<file path="src/rtl/univ_shift_engine.sv">
// Multi-step universal shift register: one start command runs a programmed
// number of shift/rotate steps paced by step_en_i, with abort and done handshake.
module univ_shift_engine #(
  parameter int WIDTH = 8,
  parameter int CNT_W = 4
) (
  input  logic             clk,
  input  logic             resetn,
  input  logic [WIDTH-1:0] din_i,
  input  logic [2:0]       mode_i,
  input  logic [CNT_W-1:0] count_i,
  input  logic             srsi_i,
  input  logic             slsi_i,
  input  logic             start_i,
  input  logic             step_en_i,
  input  logic             abort_i,
  output logic [WIDTH-1:0] dout_o,
  output logic             shift_out_o,
  output logic             busy_o,
  output logic             done_o,
  output logic [CNT_W-1:0] steps_done_o
);

  // state  | meaning
  // S_IDLE | waiting for start; load/hold/zero-count commands finish here
  // S_RUN  | shift command in progress, one shift per step_en_i cycle
  typedef enum logic {S_IDLE, S_RUN} state_t;

  localparam logic [2:0] M_SHR  = 3'b001;
  localparam logic [2:0] M_SHL  = 3'b010;
  localparam logic [2:0] M_LOAD = 3'b011;
  localparam logic [2:0] M_ROR  = 3'b100;
  localparam logic [2:0] M_ROL  = 3'b101;
  localparam logic [2:0] M_ASR  = 3'b110;

  state_t           state_q, state_d;
  logic [WIDTH-1:0] dout_q, dout_d;
  logic             shift_out_q, shift_out_d;
  logic             done_q, done_d;
  logic [CNT_W-1:0] steps_q, steps_d;
  logic [2:0]       mode_q, mode_d;
  logic [CNT_W-1:0] count_q, count_d;

  logic [WIDTH-1:0] shift_val;
  logic             shift_bit;
  logic             start_is_shift;
  logic [CNT_W-1:0] steps_inc;

  assign start_is_shift = (mode_i == M_SHR) || (mode_i == M_SHL) || (mode_i == M_ROR) ||
                          (mode_i == M_ROL) || (mode_i == M_ASR);
  assign steps_inc = steps_q + CNT_W'(1);

  always_comb begin
    shift_val = dout_q;
    shift_bit = shift_out_q;
    case (mode_q)
      M_SHR: begin
        shift_val = {srsi_i, dout_q[WIDTH-1:1]};
        shift_bit = dout_q[0];
      end
      M_SHL: begin
        shift_val = {dout_q[WIDTH-2:0], slsi_i};
        shift_bit = dout_q[WIDTH-1];
      end
      M_ROR: begin
        shift_val = {dout_q[0], dout_q[WIDTH-1:1]};
        shift_bit = dout_q[0];
      end
      M_ROL: begin
        shift_val = {dout_q[WIDTH-2:0], dout_q[WIDTH-1]};
        shift_bit = dout_q[WIDTH-1];
      end
      M_ASR: begin
        shift_val = {dout_q[WIDTH-1], dout_q[WIDTH-1:1]};
        shift_bit = dout_q[0];
      end
      default: begin
        shift_val = dout_q;
        shift_bit = shift_out_q;
      end
    endcase
  end

  always_comb begin
    state_d     = state_q;
    dout_d      = dout_q;
    shift_out_d = shift_out_q;
    done_d      = 1'b0;
    steps_d     = steps_q;
    mode_d      = mode_q;
    count_d     = count_q;
    case (state_q)
      S_IDLE: begin
        if (start_i) begin
          steps_d = '0;
          if (mode_i == M_LOAD) begin
            dout_d = din_i;
            done_d = 1'b1;
          end else if (!start_is_shift || count_i == '0) begin
            done_d = 1'b1;
          end else begin
            mode_d  = mode_i;
            count_d = count_i;
            state_d = S_RUN;
          end
        end
      end
      S_RUN: begin
        // abort wins over a coincident step and leaves partial results visible
        if (abort_i) begin
          state_d = S_IDLE;
        end else if (step_en_i) begin
          dout_d      = shift_val;
          shift_out_d = shift_bit;
          steps_d     = steps_inc;
          if (steps_inc == count_q) begin
            state_d = S_IDLE;
            done_d  = 1'b1;
          end
        end
      end
      default: state_d = S_IDLE;
    endcase
  end

  always_ff @(posedge clk) begin
    if (!resetn) begin
      state_q     <= S_IDLE;
      dout_q      <= '0;
      shift_out_q <= 1'b0;
      done_q      <= 1'b0;
      steps_q     <= '0;
      mode_q      <= '0;
      count_q     <= '0;
    end else begin
      state_q     <= state_d;
      dout_q      <= dout_d;
      shift_out_q <= shift_out_d;
      done_q      <= done_d;
      steps_q     <= steps_d;
      mode_q      <= mode_d;
      count_q     <= count_d;
    end
  end

  assign dout_o       = dout_q;
  assign shift_out_o  = shift_out_q;
  assign busy_o       = (state_q == S_RUN);
  assign done_o       = done_q;
  assign steps_done_o = steps_q;

endmodule

</file>
<file path="config.mk">
export PLATFORM = sky130hd
export DESIGN_NAME = univ_shift_engine
export DESIGN_NICKNAME = d
export VERILOG_FILES = /design/src/rtl/univ_shift_engine.sv
export SDC_FILE = /design/constraint.sdc
export NUM_CORES = 1
export LEC_CHECK = 0
export ABC_CLOCK_PERIOD_IN_PS = 4700
export BUFFER_PORTS_ARGS = -buffer_cell sky130_fd_sc_hd__buf_2
export CORE_ASPECT_RATIO = 0.9
export CORE_MARGIN = 2
export CORE_UTILIZATION = 40
export DETAILED_ROUTE_END_ITERATION = 10
export PLACE_DENSITY = 0.65
export SLEW_MARGIN = 20
export SYNTH_ARGS = -nofsm -noshare
export SYNTH_HDL_FRONTEND = slang
export SYNTH_SLANG_ARGS = --single-unit
</file>
<file path="constraint.sdc">
create_clock -name clk -period 4.7 [get_ports clk]
set_input_delay 0 -clock clk [delete_from_list [all_inputs] [get_ports clk]]
set_output_delay 0 -clock clk [all_outputs]
set_load 0.02 [all_outputs]
</file>
==> results of run 1 <==
stage by stage:
step	power, W	setup slack [ns]
after floorplan	0.000273	2.99
after global placement	0.000295	2.68
after detailed placement	0.000298	2.50
after CTS	0.000481	2.48
after global routing	0.000496	2.30
final	0.000480	2.46
cell families after synthesis:
group	Yosys count
xor+xnor	6
mux	10
fa+ha+maj	1
simple gates	52
flops	22
buf+inv	19
compound gates	53
per-layer routing:
metal / up-vias / track usage / routed length [µm]
met5: - / 0 / 0
met4: 0 / 0.0641 / 38
met3: 4 / 0.0245 / 179
met2: 43 / 0.303 / 1680
met1: 656 / 0.283 / 1720
li1: 683 / - / -
worst max-delay path, cell delays in order (launching register included):
cell and delay, ns:
dfxtp_1 0.81, nand2b_4 0.34, o31a_1 0.46, a2111oi_0 0.14
a2111oi_0 0.38
cell type report:
cell class                 instances  area share
multi-input combinational        122       0.523
inverter                           7      0.0156
sequential                        22       0.262
clock inverter                     1      0.0178
timing repair buffer              39       0.125
tap                               44      0.0327
clock buffer                       3      0.0245
timing repair:
action / 4_1_cts / 5_1_grt
buffers inserted: 0 / 0
hold endpoints to repair: 3 / 0
hold buffers: 3 / 0
setup endpoints to repair: 0 / 0
sequential cells by signal, indices dropped and copies added (netlist names):
signal / count
dout_o: 8
count_q: 4
steps_done_o: 4
mode_q: 3
busy_o: 1
done_o: 1
shift_out_o: 1
worst max path at each step:
stage               cells past startpoint  slack, ns    from          to
floorplan                               5       2.99  busy_o  count_q[0]
global placement                        4       2.68  busy_o   dout_o[3]
detailed placement                      4       2.50  busy_o   dout_o[3]
CTS                                     4       2.48  busy_o   dout_o[3]
global route                            4       2.30  busy_o   dout_o[3]
finish                                  4       2.46  busy_o   dout_o[3]
power groups by stage:
stage / Combinational (W) / Sequential, W / Clock (W)
floorplan: 0.0000610 / 0.000212 / 0
global placement: 0.0000791 / 0.000216 / 0
detailed placement: 0.0000817 / 0.000217 / 0
CTS: 0.0000843 / 0.000212 / 0.000184
global route: 0.0000926 / 0.000215 / 0.000189
finish: 0.0000846 / 0.000213 / 0.000183
placed cells by master, fill, tap and decap left out, types with 2 or more instances in the layout:
cell / n
a2111oi_0: 4
a211oi_1: 3
a21oi_1: 4
a31oi_1: 2
and3b_1: 2
buf_2: 36
clkbuf_8: 3
dfxtp_1: 22
dlygate4sd3_1: 3
inv_1: 7
mux2i_1: 9
nand2_1: 10
nand3_1: 5
nand3b_1: 2
nor2_1: 14
nor2b_1: 6
nor3_1: 3
o211ai_1: 5
o21ai_0: 11
o311a_1: 6
o32a_1: 2
o41ai_1: 5
or3b_2: 3
xnor2_1: 3
xor2_1: 3
==> metrics list, run 1 <==
- Slew of the pin with the lowest slew margin: between 0.7 and 0.8 ns
- The number of global-route vias before repair was around 1300.
- Endpoint, Worst Hold: count_q[1]
- Element type at the critical path end: flip-flop
- Total number of placement rows: 20
* Util after Layout: 0.498
- Number of fillers in the final layout: 334
* Pin count of the biggest net entering global routing: 25
* Number of cell instances on the worst register-to-register path: 4
- Arrival time at the worst endpoint: between 2 and 2.5 ns
- Power per standard cell area: 285 nW/µm²
* Clock tree from TritonCTS: built
* DRT iter0 DRCs: 81
* Area fraction in compound gates after synthesis: 0.298
- In the synthesized netlist, the cells that appear most often are dfxtp_1, nor2_1, o21ai_0.
* Cell type contributing the most total cell area after synthesis: dfxtp_1
* Total gr overflow: 0
* Clock-pin transition on the worst setup and hold timing paths: 0.09 ns
* Area growth, synth to finish: 20.0%
* Switching power total: roughly 0.00013 W
* RSZ-0062 raised after global routing: false
* EDFF count, synth: 0
* Layout cell share with drive strength beyond 1: 0.258
* Min Tclk post-route: 2.24 ns
- After detailed routing, the number of vias per cell comes to a little under 6.
* Antenna cells: 0
- Of the total power, combinational logic draws 0.176.
- At the later pin of the worst-skew pair, clock insertion delay measures around 0.27 ns.
- The tightest min-delay check is of the input pin to flip-flop type.
- The worst register-to-register path begins at busy_o.
* Critical path required time: a little under 5 ns
* Synth Area in XOR/XNOR: 0.0375
- The tree built by TritonCTS fans out to 22 sinks.
- Final slew viol count: 0
- Share of the synthesized area in the top cell type: 0.314
* Crit path launch type: flip-flop
- After synthesis the cells add up to between 1000 and 1500 µm².
* Global-route wire length before repair: approximately 6 mm
* Mean instance size in the synthesized netlist: between 8 and 9 µm²
- Buffers inserted during clock tree synthesis total 3.
- Largest cells by area after synthesis: dfxtp_1, mux2i_1, o311a_1
- Post-Route Skew: approximately 0.0040 ns
- Number of primary I/O pins: 37
- Worst Hold Path Cells: 3
- Combinational family with the most area after synthesis: compound AO/OA/AOI/OAI gates
* Net count, final: between 200 and 250
* Area taken by multi-input logic gates: between 800 and 900 µm²
- Critical path type: flip-flop to flip-flop
- Of the synthesized area, sequential elements account for 0.314.
- Clock network power share: 0.381
* Number of maximum-capacitance violations: 0
- Portion of the clock cycle consumed by the worst path in the final layout: 0.477
- Setup violations remaining at the end of the flow were counted as 0.
* Post-route worst hold slack: about 0.0094 ns
* Maximum clock insertion buffer count: 2
- Run status: completed
- Sequential group share of total power: 0.443
- During synthesis, Yosys emitted a total of 0 warnings.
- Internal power of the cells: around 0.00035 W
- Cell with the most instances after synthesis: dfxtp_1
- In this run the standard cell core region covers roughly 3400 µm².
- Height of the chip: roughly 60 µm
- The die covers roughly 4000 µm².
- Clock root buffer: clkbuf_8
* Multiplexer share of the synthesized area: 0.0723
- Width of the chip: between 60 and 70 µm
- IR analysis of the VDD net gives a maximum drop of about 140 µV.
- Port buffer count: 36
* Number of vias after detailed routing: 1386
- Leaving out filler cells and counting taps, the final layout contains 238.
- Final cell area excluding filler cells: between 1500 and 2000 µm²
* Mapped Cells: between 150 and 200
- Of the total synthesized cell area, the portion taken by full adders, half adders and majority gates is 0.00892.
- TNS Setup: 0 ns
- The congestion estimate from routability-driven global placement came to 0.855.
* DRC Markers: 0
- Of the total power, the share spent switching nets is 0.273.
- After synthesis the netlist holds a flip-flop and latch count of 22.
- After synthesis, the share of flip-flops with an asynchronous set or reset is 0.
- Distinct cells, synth: between 40 and 50
- Worst slew margin relative to its limit: 0.503
- Total GRT Usage: 0.196
- First-pass detailed-route iteration total: 4
- Of the total synthesized cell area, the portion taken by AND, OR, NAND and NOR gates is 0.211.
- Total wirelength of the detailed-routed design: ~3.6 mm
* Initial antenna violation count: 0
* Number of hold-slack violations in the final timing report: 0
- Highest net fanout along the worst path: 24
- HPWL reported at the end of detailed placement: about 2.6 mm
- Hold Startpoint: count_i[1]
- In the synthesized netlist the dominant register cell turns out to be dfxtp_1.
- Post-placement cell count: 231
* Endpoint of the worst register-to-register path: dout_o[3]
* Total nets after synthesis: between 150 and 200
- The initial utilization of the core area, before any placement, comes to 0.415.
- Wirelength per Cell: between 15 and 20 µm
- In this run the number of H-tree levels came out at 1.
- The analysis attributes to cell leakage a power of roughly 0.68 nW.
- Quantity of gates resized following cts: 0
- The detail route stage leaves a number of antenna-violating nets equal to 0.
- Combined flip-flop and latch cell area: around 440 µm²
- Maximum clock frequency: approximately 450 MHz
- Register-to-register path setup slack: 2.46 ns
- Once placement finished, the instance area stood at 1580 µm².
No activity file was read; power rests on OpenSTA's default activity.
==> run 2: changes to the inputs <==
Settings changed: ABC_AREA set to 1, ABC_CLOCK_PERIOD_IN_PS 4700 to 2060, PLACE_DENSITY 0.65 to 0.68.
Clock period 4.7 ns to 2.06 ns, I/O delays scaled along.
==> metrics list, run 2 <==
- Run status: completed (unchanged).
* Clock tree from TritonCTS: built (unchanged)
- RSZ-0062 raised after global routing: false (unchanged)
* Distinct cells, synth: 18 (was 45)
- Library cell contributing the largest single delay on the critical path: dfxtp_1 (unchanged)
* Number of hold-slack violations in the final timing report: 0 (unchanged)
- Mean instance size in the synthesized netlist: 5.78 µm² (was 8.60 µm²)
- Total of endpoints with negative setup slack in the final report: 0 (unchanged)
- Util after Layout: 0.513 (was 0.498)
- Number of CTS-inserted buffers: 3 (unchanged)
- The final net count is 293 (was 218).
* End point of the critical path: dout_o[6] (was dout_o[3])
* Placeable core area: 3110 µm² (was 3380 µm²)
- Maximum clock frequency: 601 MHz (was 446 MHz)
- Min Tclk post-route: 1.66 ns (was 2.24 ns)
* Number of maximum-capacitance violations: 0 (unchanged)
* EDFF count, synth: 0 (unchanged)
- The area added between synthesis and finish was 19.7% (was 20.0%).
- The most frequent standard cell in the layout excluding fill and tap cells is nand2_1 (was buf_2).
- The post-synthesis cell type with the largest combined area is dfxtp_1 (unchanged).
* Initial antenna violation count: 0 (unchanged)
- Antenna cells: 0 (unchanged)
- DRC Markers: 0 (unchanged)
* First-pass detailed-route iteration total: 4 (unchanged)
* Power per standard cell area: 594 nW/µm² (was 285 nW/µm²)
- Initial core utilization: 0.429 (was 0.415)
* Clock-pin transition on the worst setup and hold timing paths: 0.08 ns (was 0.09 ns)
- The total nets after synthesis came to 254 (was 186).
* Maximum clock insertion buffer count: 2 (unchanged)
- The quantity of hold-fixing buffers added after cts was 0 (was 3).
* Number of buffer and inverter stages on the critical path: 2 (was 0)
- TNS Setup: 0 ns (unchanged)
- Worst path top cell family by delay: simple AND/OR/NAND/NOR gates (was compound AO/OA/AOI/OAI gates)
- Endpoint of the worst register-to-register path: dout_o[6] (was dout_o[3])
- Type of the most critical hold path: input pin to flip-flop (unchanged)
* Critical path type: flip-flop to flip-flop (unchanged)
- The number of global-route vias before repair came to 1280 (was 1275).
- Total gr overflow: 0 (unchanged)
- Total clock sinks: 22 (unchanged)
- Top cell types by occurrence after synthesis: nand2_1, inv_1, nor2_1 (was dfxtp_1, nor2_1, o21ai_0)
- Clock insertion delay at the later pin of the skew report: 0.26 ns (was 0.27 ns)
* Crit-path max cell delay: 0.58 ns (was 0.81 ns)
- Avg Vias per Cell: 4.72 (was 5.82)
- Slew of the pin with the lowest slew margin: 0.420 ns (was 0.744 ns)
- Fraction of synthesis flops using an asynchronous set or reset pin: 0 (unchanged)
- Largest cells by area after synthesis: dfxtp_1, nand2_1, inv_1 (was dfxtp_1, mux2i_1, o311a_1).
* Cell with the most instances after synthesis: nand2_1 (was dfxtp_1)
- Post-synthesis sequential area ratio: 0.330 (was 0.314)
- The buffer cell driving the clock tree root is clkbuf_8 (unchanged).
- Total number of placement rows: 19 (was 20)
- The post-synthesis cell count was 231 (was 163).
* Pin count of the biggest net entering global routing: 18 (was 25)
- CP Cell Sequence: nand2_1 -> inv_1 -> nand2_1 -> nand2_1 -> nand2_1 -> inv_1 -> nand2_2 -> nor2_1 -> nor2_1 (was nand2b_4 -> o31a_1 -> a2111oi_0 -> a2111oi_0).
* Most used flip-flop cell after synthesis: dfxtp_1 (unchanged)
- Post-route antenna net violation count: 0 (unchanged)
* Warnings, synthesis: 0 (unchanged)
- Share of the synthesized area in the top cell type: 0.330 (was 0.314)
* Height of the chip: 58.8 µm (was 60.2 µm)
* Critical path depth: 9 (was 4)
- Layout cell share with drive strength beyond 1: 0.175 (was 0.258)
- Cell repeated most along the worst path: nand2_1 (was a2111oi_0)
- Final cell area excluding filler cells: 1600 µm² (was 1680 µm²)
* Global-route wire length before repair: 5.66 mm (was 6.11 mm)
- Number of flip-flops under the largest register name: 8 (unchanged)
* Register-to-register path setup slack: 0.40 ns (was 2.46 ns)
- The width of the die was 64.9 µm (was 66.4 µm).
- The hold slack came to 0.0323 ns (was 0.00937 ns).
* Worst slew margin relative to its limit: 0.719 (was 0.503)
* DRT iter0 DRCs: 44 (was 81)
- The mapped cell area came to 1340 µm² (was 1400 µm²).
- The combined global-route utilization of all metal layers came to 0.189 (was 0.196).
* Reg2Reg Launch Point: busy_o (unchanged)
- Post-synthesis register bit count: 22 (unchanged)
- The worst ir drop on vdd is 294 µV (was 140 µV).
- The clock skew after layout came to 0.00360 ns (was 0.00399 ns).
- RePlAce Congestion: 0.939 (was 0.855)
- The average wire per standard cell is 10.4 µm (was 15.2 µm).
- Post-CTS Setup Bufs: 0 (unchanged)
- Number of cell instances on the worst register-to-register path: 9 (was 4)
- The fraction of the cycle the final worst path needs is 0.807 (was 0.477).
* Element type at the critical path end: flip-flop (unchanged)
* Critical path required time: 2.22 ns (was 4.85 ns)
- The number of input and output port buffers inserted came to 36 (unchanged).
- The total die area was 3820 µm² (was 4000 µm²).
- HPWL reported at the end of detailed placement: 2.52 mm (was 2.62 mm)
- Leakage power: 0.849 nW (was 0.677 nW)
* Number of vias after detailed routing: 1464 (was 1386)
- The largest fanout of any net on the critical path came to 13 (was 24).
- The data arrival time at the worst-slack endpoint was 1.82 ns (was 2.39 ns).
* H-tree depth: 1 (unchanged)
- Quantity of gates resized following cts: 0 (unchanged)
- The nature of the critical path startpoint is a flip-flop (unchanged).
* Area after detailed placement: 1560 µm² (was 1580 µm²)
- The sum of routed wire length over all layers is 3.22 mm (was 3.62 mm).
- Highest-count cells in the layout ignoring fill and taps: nand2_1, buf_2, inv_1, nor2_1, dfxtp_1 (was buf_2, dfxtp_1, nor2_1, o21ai_0, nand2_1).
- The max-slew violation count came to 0 (unchanged).
- The top-level I/O count came to 37 (unchanged).
- Worst setup startpoint: busy_o (unchanged)
[run 2: cell families after synthesis]
logic type / count (synthesis) / synth area share
AND/OR/NAND/NOR: 137 / 0.419
adder cells (fa/ha/maj): 1 / 0.00936
buffers and inverters: 36 / 0.110
flip-flops: 22 / 0.330
AO/OA/AOI/OAI: 35 / 0.133
[run 2: power by group]
part | internal [W] | leakage [nW] | switching (W)
Sequential | 0.000449 | 0.180 | 0.0000265
Clock | 0.000131 | 0.0216 | 0.000137
Combinational | 0.0000748 | 0.647 | 0.000131
Total | 0.000654 | 0.849 | 0.000295
[run 2: per-layer routing]
layer	track usage	part of all wire	vias up
li1	-	-	796
met1	0.274	0.54	628
met2	0.286	0.40	38
met3	0.0421	0.054	2
met4	0.0456	0.0065	0
met5	0	0	-
[run 2: how the worst min path moves through the flow]
stage | start | end | slack [ns] | cells past startpoint
3_3_place_gp | count_i[2] | count_q[2] | 0.29 | 3
5_1_grt | count_i[0] | count_q[0] | 0.04 | 3
6_report | count_i[2] | count_q[2] | 0.03 | 3
3_5_place_dp | count_i[2] | count_q[2] | 0.31 | 3
2_1_floorplan | resetn | count_q[0] | 0.14 | 2
4_1_cts | din_i[3] | dout_o[3] | 0.03 | 5
[run 2: cell type report]
cell class | count | area (µm²)
sequential | 22 | 440
timing repair buffer | 38 | 195
tap | 42 | 52.6
fill | 344 | 1520
inverter | 32 | 120
multi-input combinational | 173 | 749
clock buffer | 3 | 41.3
[run 2: worst min-delay path: stages]
cell and delay [ns]:
buf_2 0.09, o21ai_0 0.07, a21oi_1 0.10
[run 2: through the flow]
stage	power, W	setup slack [ns]	instances
finish	0.000950	0.397	310
global route	0.00102	0.249	310
CTS	0.000960	0.430	310
detailed placement	0.000691	0.459	307
global placement	0.000691	0.555	307
floorplan	0.000622	0.669	231
==> run 3: changes to the inputs <==
Settings changed: ABC_CLOCK_PERIOD_IN_PS 2060 to 1400.
Clock period 2.06 ns to 1.4 ns, I/O delays scaled along.
==> metrics list, run 3 (synthesis gave the netlist of run 2 again) <==
- The number of buffers and inverters on the critical path came to 2 (unchanged).
- HPWL reported at the end of detailed placement: 2.56 mm (was 2.52 mm)
- The time the worst path needs with I/O delays and setup was 1.29 ns (was 1.66 ns).
- The number of input and output port buffers inserted came to 36 (unchanged).
- First-pass detailed-route iteration total: 4 (unchanged)
- Register-to-register path setup slack: 0.11 ns (was 0.40 ns)
* Net count, final: 303 (was 293)
* Pin count of the biggest net entering global routing: 18 (unchanged)
- The final setup violation count is 0 (unchanged).
* Post-CTS Setup Bufs: 0 (unchanged)
- The area added between synthesis and finish came to 28.1% (was 19.7%).
- M1 wire length: 1.74 mm (was 1.72 mm)
* Run status: completed (unchanged)
* Post-route antenna net violation count: 0 (unchanged)
* Power per standard cell area: 875 nW/µm² (was 594 nW/µm²)
- Worst Hold Path Cells: 3 (unchanged)
- The fraction of final layout cells with drive strength greater than 1 is 0.233 (was 0.175).
* Post-CTS Hold Buffers: 0 (unchanged)
- The most repeated library cell on the critical path is nand2_1 (unchanged).
- The detailed router's first-iteration violation count came to 66 (was 44).
* Number of primary I/O pins: 37 (unchanged)
- The worst ir drop on vdd is 548 µV (was 294 µV).
* Leakage power: 0.910 nW (was 0.849 nW)
* Slew of the pin with the lowest slew margin: 0.284 ns (was 0.420 ns)
- Type of the most critical hold path: input pin to flip-flop (unchanged)
- The number of antenna violations at the first check in global routing is 0 (unchanged).
* Arrival time at the worst endpoint: 1.50 ns (was 1.82 ns)
- The max-slew violation count was 0 (unchanged).
- Routed wl met2: 1.37 mm (was 1.30 mm)
* Highest net fanout along the worst path: 13 (unchanged)
* RePlAce Congestion: 0.879 (was 0.939)
- The clock transition at the register clock pins on the worst setup and hold paths after CTS came to 0.08 ns (about the same).
- Post-layout total power: 0.00150 W (was 0.000950 W)
- The uppermost signal routing layer after detailed routing is met4 (unchanged).
- Element type at the critical path end: flip-flop (unchanged)
- The kind of cell adding the most delay to the critical path is simple AND/OR/NAND/NOR gates (unchanged).
* Combined flip-flop and latch cell area: 445 µm² (was 440 µm²)
- Die Footprint: 3820 µm² (unchanged)
- Number of hold-slack violations in the final timing report: 0 (unchanged)
- The clock tree from TritonCTS was built (unchanged).
* Post-Route Skew: 0.000687 ns (was 0.00360 ns)
- Maximum clock insertion buffer count: 2 (unchanged)
- Total gr overflow: 0 (unchanged)
* Post-route worst hold slack: 0.0310 ns (was 0.0323 ns)
* Critical path type: flip-flop to flip-flop (unchanged)
- Antenna cells: 0 (unchanged)
- Crit path launch type: flip-flop (unchanged)
- The number of flip-flops under the largest register name came to 8 (unchanged).
- The number of vias per cell was 4.64 (was 4.72).
* Width of the chip: 64.9 µm (unchanged)
* Critical path depth: 9 (unchanged)
- Area after detailed placement: 1630 µm² (was 1560 µm²)
* Clock root buffer: clkbuf_8 (unchanged)
* Global-route wire length before repair: 5.46 mm (was 5.66 mm)
- Final cell area excluding filler cells: 1710 µm² (was 1600 µm²)
- The post-layout utilization of the core came to 0.550 (was 0.513).
- Area taken by multi-input logic gates: 768 µm² (was 749 µm²)
- The most frequent standard cell in the layout excluding fill and tap cells is nand2_1 (unchanged).
- Met3 Routed Length: 188 µm (was 173 µm)
- Total wirelength of the detailed-routed design: 3.33 mm (was 3.22 mm)
- The relative max-transition margin was 0.811 (was 0.719).
* Number of vias after detailed routing: 1490 (was 1464)
- Total clock sinks: 22 (unchanged)
- The TritonCTS buffer count is 3 (unchanged).
- Portion of the clock cycle consumed by the worst path in the final layout: 0.924 (was 0.807)
- The floorplan core area was 3110 µm² (unchanged).
- CP Cell Sequence: inv_2 -> nand2_1 -> o21ai_1 -> inv_1 -> nand2_1 -> nand2_8 -> nand2_1 -> nand2_1 -> nor2_1 (was nand2_1 -> inv_1 -> nand2_1 -> nand2_1 -> nand2_1 -> inv_1 -> nand2_2 -> nor2_1 -> nor2_1).
- Highest-count cells in the layout ignoring fill and taps: nand2_1, buf_2, inv_1, nor2_1, dfxtp_1 (unchanged)
- The overall die height is 58.8 µm (unchanged).
- The combined global-route utilization of all metal layers was 0.185 (was 0.189).
- The maximum cell stage delay along the critical path came to 0.35 ns (was 0.58 ns).
- Number of cell instances on the worst register-to-register path: 9 (unchanged)
- Number of global-route vias before repair: 1282 (was 1280)
- The count of standard-cell rows came to 19 (unchanged).
- The total of max-cap violations was 0 (unchanged).
- The CTS H-tree depth was 1 (unchanged).
* DRC Markers: 0 (unchanged)
- Library cell contributing the largest single delay on the critical path: dfxtp_2 (was dfxtp_1)
- The achievable clock frequency was 773 MHz (was 601 MHz).
- The average wire per standard cell is 10.4 µm (about the same).
* Initial core utilization: 0.429 (unchanged)
- The clock latency on the worst-skew pair came to 0.26 ns (about the same).
* Number of fillers in the final layout: 334 (was 344)
- The required time reported for the critical path endpoint came to 1.60 ns (was 2.22 ns).
run 3: cell types whose count changed in the layout (fill, tap and decap cells not counted), sizes merged:
cell and change:
buf +10, clkbuf +1
run 3: final cells by class:
cell class,count,area share
Inverter,32,0.0702
Tap cell,42,0.0307
Multi-Input combinational cell,173,0.449
Sequential cell,22,0.260
Clock buffer,4,0.0322
Timing Repair Buffer,48,0.158
run 3: timing repair:
item / in CTS / in global routing
endpoints found under the setup margin: 0 / 9
endpoints found under the hold margin: 0 / 0
resized for setup: 0 / 13
run 3: worst register-to-register path, cell delays in order, from the launching register on:
cell and delay (ns):
dfxtp_2 0.35, inv_2 0.09, nand2_1 0.09, o21ai_1 0.13
inv_1 0.07, nand2_1 0.17, nand2_8 0.11, nand2_1 0.07
nand2_1 0.04, nor2_1 0.10
run 3: report_power, final:
group	switching, W	total, W	internal [W]
sequential	0.0000308	0.000694	0.000663
clock	0.000208	0.000458	0.000251
combinational	0.000214	0.000346	0.000133
run 3: path summary, 6_finish.rpt:
check | from | end
max | mode_q[0] | dout_o[2]
min reg2reg | count_q[3] | count_q[3]
max reg2reg | mode_q[0] | dout_o[2]
min | count_i[2] | count_q[2]
run 3: per-layer routing:
metal  up-vias  global-route usage
met5         -                   0
met4         0              0.0365
met3         2              0.0421
met2        35               0.287
met1       629               0.266
li1        824                   -
run 3: through the flow:
| stage | std cells | TNS, ns | worst slack (ns) |
|---|---|---|---|
| finish | 321 | 0 | 0.106 |
| global route | 321 | -0.0205 | -0.00971 |
| CTS | 321 | 0 | 0.00938 |
| detailed placement | 317 | 0 | 0.0331 |
| global placement | 317 | 0 | 0.0451 |
| floorplan | 231 | 0 | 0.00867 |
